===== src/rtl/morse_char_assembler.sv =====
`default_nettype none
// ============================================================================
// morse_char_assembler: collects dot/dash pulses, decodes ITU Morse to ASCII
// and emits chars/spaces on a registered valid/ready port. MORSE_DIGITS_EN
// enables 5-symbol digit decode.  Rev 1.0
// ============================================================================
module morse_char_assembler #(
    parameter logic [7:0] UNKNOWN_CHAR = 8'h3F,
    parameter logic [7:0] SPACE_CHAR   = 8'h20
) (
    input  logic       clk,
    input  logic       reset,
    input  logic       dot,
    input  logic       dash,
    input  logic       LG,
    input  logic       WG,
    output logic [7:0] char_out,
    output logic       char_valid,
    input  logic       char_ready,
    output logic       overrun
);

    typedef enum logic [1:0] {
        ST_IDLE       = 2'd0,
        ST_COLLECT    = 2'd1,
        ST_HOLD_CHAR  = 2'd2,
        ST_HOLD_SPACE = 2'd3
    } state_t;

    state_t     state_q, state_d;
    logic [4:0] code_q, code_d;
    logic [2:0] len_q, len_d;
    logic       ovf_q, ovf_d;
    logic [7:0] char_out_q, char_out_d;
    logic       char_valid_q, char_valid_d;
    logic       overrun_q, overrun_d;
    logic       last_was_space_q, last_was_space_d;
    logic       pending_space_q, pending_space_d;

    logic       w_sym;
    logic       w_gap;
    logic       w_clr;
    logic       w_accept;
    logic [4:0] w_code_base;
    logic [2:0] w_len_base;
    logic       w_ovf_base;

    // Keyed on {len, code}; shorter patterns carry zeros in the unused high bits.
    function automatic logic [7:0] decode(input logic [4:0] code,
                                          input logic [2:0] len,
                                          input logic       ovf);
        logic [7:0] ch;
        ch = UNKNOWN_CHAR;
        if (!ovf) begin
            case ({len, code})
                {3'd1, 5'b00000}: ch = 8'h45;
                {3'd1, 5'b00001}: ch = 8'h54;
                {3'd2, 5'b00000}: ch = 8'h49;
                {3'd2, 5'b00001}: ch = 8'h41;
                {3'd2, 5'b00010}: ch = 8'h4E;
                {3'd2, 5'b00011}: ch = 8'h4D;
                {3'd3, 5'b00000}: ch = 8'h53;
                {3'd3, 5'b00001}: ch = 8'h55;
                {3'd3, 5'b00010}: ch = 8'h52;
                {3'd3, 5'b00011}: ch = 8'h57;
                {3'd3, 5'b00100}: ch = 8'h44;
                {3'd3, 5'b00101}: ch = 8'h4B;
                {3'd3, 5'b00110}: ch = 8'h47;
                {3'd3, 5'b00111}: ch = 8'h4F;
                {3'd4, 5'b00000}: ch = 8'h48;
                {3'd4, 5'b00001}: ch = 8'h56;
                {3'd4, 5'b00010}: ch = 8'h46;
                {3'd4, 5'b00100}: ch = 8'h4C;
                {3'd4, 5'b00110}: ch = 8'h50;
                {3'd4, 5'b00111}: ch = 8'h4A;
                {3'd4, 5'b01000}: ch = 8'h42;
                {3'd4, 5'b01001}: ch = 8'h58;
                {3'd4, 5'b01010}: ch = 8'h43;
                {3'd4, 5'b01011}: ch = 8'h59;
                {3'd4, 5'b01100}: ch = 8'h5A;
                {3'd4, 5'b01101}: ch = 8'h51;
`ifdef MORSE_DIGITS_EN
                {3'd5, 5'b11111}: ch = 8'h30;
                {3'd5, 5'b01111}: ch = 8'h31;
                {3'd5, 5'b00111}: ch = 8'h32;
                {3'd5, 5'b00011}: ch = 8'h33;
                {3'd5, 5'b00001}: ch = 8'h34;
                {3'd5, 5'b00000}: ch = 8'h35;
                {3'd5, 5'b10000}: ch = 8'h36;
                {3'd5, 5'b11000}: ch = 8'h37;
                {3'd5, 5'b11100}: ch = 8'h38;
                {3'd5, 5'b11110}: ch = 8'h39;
`else
`endif
                default: ch = UNKNOWN_CHAR;
            endcase
        end
        return ch;
    endfunction

    assign w_sym    = dot | dash;
    assign w_gap    = LG | WG;
    assign w_clr    = w_gap && (len_q != 3'd0);
    assign w_accept = char_valid_q & char_ready;

    assign w_code_base = w_clr ? 5'd0 : code_q;
    assign w_len_base  = w_clr ? 3'd0 : len_q;
    assign w_ovf_base  = w_clr ? 1'b0 : ovf_q;

    always_comb begin
        state_d          = state_q;
        char_out_d       = char_out_q;
        char_valid_d     = char_valid_q;
        overrun_d        = overrun_q;
        last_was_space_d = last_was_space_q;
        pending_space_d  = pending_space_q;

        // A gap is applied before a coincident symbol, so the symbol opens the next character.
        code_d = w_code_base;
        len_d  = w_len_base;
        ovf_d  = w_ovf_base;
        if (w_sym) begin
            if (w_len_base == 3'd5) begin
                ovf_d = 1'b1;
            end else begin
                code_d = {w_code_base[3:0], dash};
                len_d  = w_len_base + 3'd1;
            end
        end

        case (state_q)
            ST_IDLE: begin
                if (WG && !last_was_space_q) begin
                    char_out_d   = SPACE_CHAR;
                    char_valid_d = 1'b1;
                    state_d      = ST_HOLD_SPACE;
                end else if (w_sym) begin
                    state_d = ST_COLLECT;
                end
            end
            ST_COLLECT: begin
                if (w_gap) begin
                    char_out_d      = decode(code_q, len_q, ovf_q);
                    char_valid_d    = 1'b1;
                    pending_space_d = WG;
                    state_d         = ST_HOLD_CHAR;
                end
            end
            ST_HOLD_CHAR: begin
                if (w_clr) overrun_d = 1'b1;
                if (w_accept) begin
                    last_was_space_d = 1'b0;
                    if (pending_space_q) begin
                        char_out_d      = SPACE_CHAR;
                        pending_space_d = 1'b0;
                        state_d         = ST_HOLD_SPACE;
                    end else begin
                        char_valid_d = 1'b0;
                        state_d      = (len_d != 3'd0) ? ST_COLLECT : ST_IDLE;
                    end
                end
            end
            ST_HOLD_SPACE: begin
                if (w_clr) overrun_d = 1'b1;
                if (w_accept) begin
                    last_was_space_d = 1'b1;
                    char_valid_d     = 1'b0;
                    state_d          = (len_d != 3'd0) ? ST_COLLECT : ST_IDLE;
                end
            end
            default: state_d = ST_IDLE;
        endcase
    end

    always_ff @(posedge clk) begin
        if (reset) begin
            state_q          <= ST_IDLE;
            code_q           <= 5'd0;
            len_q            <= 3'd0;
            ovf_q            <= 1'b0;
            char_out_q       <= 8'h00;
            char_valid_q     <= 1'b0;
            overrun_q        <= 1'b0;
            last_was_space_q <= 1'b1;
            pending_space_q  <= 1'b0;
        end else begin
            state_q          <= state_d;
            code_q           <= code_d;
            len_q            <= len_d;
            ovf_q            <= ovf_d;
            char_out_q       <= char_out_d;
            char_valid_q     <= char_valid_d;
            overrun_q        <= overrun_d;
            last_was_space_q <= last_was_space_d;
            pending_space_q  <= pending_space_d;
        end
    end

    assign char_out   = char_out_q;
    assign char_valid = char_valid_q;
    assign overrun    = overrun_q;

endmodule
`default_nettype wire


===== config.mk =====
export PLATFORM = sky130hd
export DESIGN_NAME = morse_char_assembler
export DESIGN_NICKNAME = d
export VERILOG_FILES = /design/src/rtl/morse_char_assembler.sv
export SDC_FILE = /design/constraint.sdc
export NUM_CORES = 1
export LEC_CHECK = 0
export CAP_MARGIN = 20
export CORE_ASPECT_RATIO = 1.75
export CORE_MARGIN = 2
export CORE_UTILIZATION = 40
export CTS_BUF_LIST = sky130_fd_sc_hd__clkbuf_8
export CTS_CLUSTER_SIZE = 12
export DETAILED_ROUTE_END_ITERATION = 16
export PLACE_DENSITY = 0.59
export SLEW_MARGIN = 15
export SYNTH_ARGS = -nofsm -noshare
export SYNTH_HDL_FRONTEND = slang
export SYNTH_SLANG_ARGS = --single-unit

===== constraint.sdc =====
create_clock -name clk -period 6.5 [get_ports clk]
set_clock_uncertainty 0.2 [all_clocks]
set_input_delay 1.625 -clock clk [delete_from_list [all_inputs] [get_ports clk]]
set_output_delay 1.625 -clock clk [all_outputs]
set_load 0.05 [all_outputs]

==> metrics.csv <==
stage,metric,value,unit
hold_path,hold path start,char_out[5],
place,pre-CTS WS,1948,ps
setup_path,worst r2r dst,state_q[0],
yosys,"count leader, synth",nor2_1,
setup_path,Critical Path RT,6420,ps
die,# IOs,17,
clocking,Inserted Clock Buffers,3,
place,Port Buffer Count,15,
global_route,first-pass GRT wire length,6348,um
clocking,"Clk Latency, worst-skew pair",250,ps
cells_and_area,multi-input logic area,893.4,um^2
pwr,Flop pwr share,40.5,%
clocking,cts hold-fix bufs,0,
yosys,ranking of synthesized cells by area,"dfxtp_1, nor2_1, a21oi_1, nand3_1, o21ai_0",
cells_and_area,FF/Latch Area,440.4,um^2
timing,Final Setup Violations,0,
pwr,Cell Int Power,271.8,uW
setup_path,R2R cell count,6,
setup_path,worst setup path category,input pin to flop,
setup_path,r2r setup slk,3790,ps
timing,period utilisation layout,66.38,%
drt,DRT iter0 DRCs,38,
drt,Pre-antenna DRT Iters,5,
cells_and_area,ANT cells,0,
setup_path,CP Capture Type,flop,
drt,WL final,3720,um
place,DP HPWL,2845,um
cells_and_area,Layout Nets,203,
hold_path,hold-critical path endpoint,char_out[5],
timing,RSZ-0062 raised after global routing,no,
drt,Detail Route Antenna Nets,0,
clocking,"Reg clk slew, reported paths",70,ps
yosys,asr flop ratio synth,0,%
die,die height,83.52,um
yosys,Yosys cell types,49,
cells_and_area,P&R area growth vs syn,11.77,%
pwr,Comb pwr share,42.1,%
yosys,Post-Syn Instances,190,
drt,vias after detailed routing,1437,
status,run status,"finished, final reports clean",
die,row cnt,28,
global_route,number of global-route vias before repair,1381,
pwr,Clock power frac,17.4,%
clocking,CTS Root Cell,clkbuf_8,
yosys,Synth Register Bits,22,
die,total die area,0.004129,mm^2
clocking,# resized after CTS,0,
setup_path,Startpoint Class,input pin,
yosys,sequential area share after synthesis,30.48,%
yosys,Yosys warnings,0,
yosys,top cells by instance count after synthesis,"nor2_1, dfxtp_1, a21oi_1, nand3_1, o21ai_0",
place,GPL Wtd Cong,0.9115,
timing,max_slew headroom,36.88,%
hold_path,Hold Path Class,flop to flop,
timing,TNS Setup,0,ps
yosys,top-area cell type share of the netlist area,30.48,%
global_route,total track usage,19.37,%
timing,Least-Margin Pin Slew,942.5,ps
pwr,Sw Ratio,42.46,%
timing,Max Fclk,0.2318,GHz
global_route,maximum number of pins on one net before global-route repair,18,
timing,fin worst setup slack,2185,ps
yosys,Synth area leader,dfxtp_1,
yosys,Post-synth EDFFs,0,
clocking,htree depth,1,
yosys,top_reg_cell synth,dfxtp_1,
global_route,initial antenna violation count,0,
pwr,power after layout,472.4,uW
setup_path,critical-path maximum fanout,11,
setup_path,arrival time at the worst endpoint,4230,ps
pwr,Leak,0.5539,nW
setup_path,R2R Path Start,len_q[0],
timing,final slew viol count,0,
pwr,Pwr Density,292.5,mW/mm^2
timing,post-layout minimum cycle time,4315,ps
timing,"Hold Vio Cnt, Final",0,
clocking,Max clock buf depth,2,
die,Initial Util,42.09,%
yosys,Avg Inst Size Synth,7.606,um^2
clocking,# Post-CTS Setup Buffers,0,
die,core area,0.003433,mm^2
yosys,syn_nets,199,
die,die width,49.44,um
cells_and_area,share of cells above drive strength 1,3.646,%
run,max_cap viols,0,
hold_path,Hold Path Stages,2,
drt,DRC violations left,0,
clocking,clock sink count,22,
drt,Avg WL per Cell,15.70,um
yosys,Mapped Area,0.001445,mm^2
pwr,Switching Power,200.6,uW
clocking,CTS tree,yes,
cells_and_area,total of fill cells in the finished design,386,
pwr,Worst IR Drop VDD,0.0002184,V
drt,vias per std cell,6.063,
global_route,global route overflow,0,
==> cell type report <==
type | count | share of cell area, %
repair buffers | 15 | 9.295
inverters | 9 | 2.091
clock buffers | 3 | 2.556
flip-flops and latches | 22 | 27.27
well taps | 45 | 3.486
multi-input cells | 143 | 55.31
==> per-stage QoR <==
step	std cells	hold slack [ps]	area (um^2)	utilization, %
after global routing	237	299.8	1615	47.05
final	237	275.9	1615	47.05
after global placement	234	256.3	1574	45.85
after detailed placement	234	266.1	1574	45.85
after floorplan	190	272.1	1445	-
after CTS	237	280.2	1615	47.05
==> critical path, cell delays in order <==
cell             delay (ps)
clkdlybuf4s50_1         500
nor2_1                  380
nand2_1                 170
ha_1                    250
a31oi_1                 770
mux2i_1                 170
o31ai_1                 280
a21oi_1                  90
==> logic make-up after synthesis <==
group / share of synthesized area [%]
buffers and inverters: 7.705
AO/OA/AOI/OAI: 28.92
adder cells (fa/ha/maj): 1.731
XOR/XNOR: 2.425
other: 0.2595
flip-flops: 30.48
AND/OR/NAND/NOR: 26.32
multiplexers: 2.165
==> placed cells by master, fill, tap and decap left out, types with 2 or more instances in the layout <==
cell type        count
nand3_1             10
ha_1                 2
nor3_1               2
inv_1                9
a21oi_1             18
and2_1               2
xnor2_1              2
nand2b_1             4
clkdlybuf4s50_1     15
nand4_1              2
o221ai_1             2
dfxtp_1             22
a31oi_1              6
nand2_1              8
nor4b_1              2
nor2_1              30
clkbuf_8             3
xor2_1               2
a32o_1               3
o21ai_0             10
a221oi_1             3
o31ai_1              3
mux2i_1              2
nand3b_1             3
a211oi_1             3
a311oi_1             4
==> flip-flops by register name, summed over array words and instances, names as in the netlist <==
| name | count |
|---|---|
| char_out | 7 |
| char_valid | 1 |
| code_q | 5 |
| last_was_space_q | 1 |
| len_q | 3 |
| overrun | 1 |
| ovf_q | 1 |
| pending_space_q | 1 |
| state_q | 2 |
==> layer usage <==
metal  wire length [um]  part of all wire, %  GRT usage (%)  up-vias
li1                   -                    -              -      706
met1               1454                   39          21.29      681
met2               2026                   54          34.40       40
met3                121                  3.3          2.688       10
met4                119                  3.2          11.11        0
met5                  0                    0              0        -
==> power by group through the flow <==
stage	registers [mW]	logic, mW	clock network, mW
after global placement	0.193	0.198	0
final	0.191	0.199	0.0824
after global routing	0.197	0.216	0.0934
after floorplan	0.231	0.102	0
after CTS	0.191	0.200	0.0858
after detailed placement	0.194	0.199	0
==> how the worst max path moves through the flow <==
| stage | from | to | cells past startpoint | slack [ps] |
|---|---|---|---|---|
| finish | WG | state_q[0] | 8 | 2190 |
| global route | WG | state_q[0] | 8 | 1940 |
| CTS | WG | state_q[0] | 8 | 2220 |
| detailed placement | WG | state_q[0] | 8 | 1950 |
| global placement | WG | state_q[0] | 8 | 2070 |
| floorplan | WG | len_q[1] | 7 | 3020 |
Power figures use the tool's default switching activity.
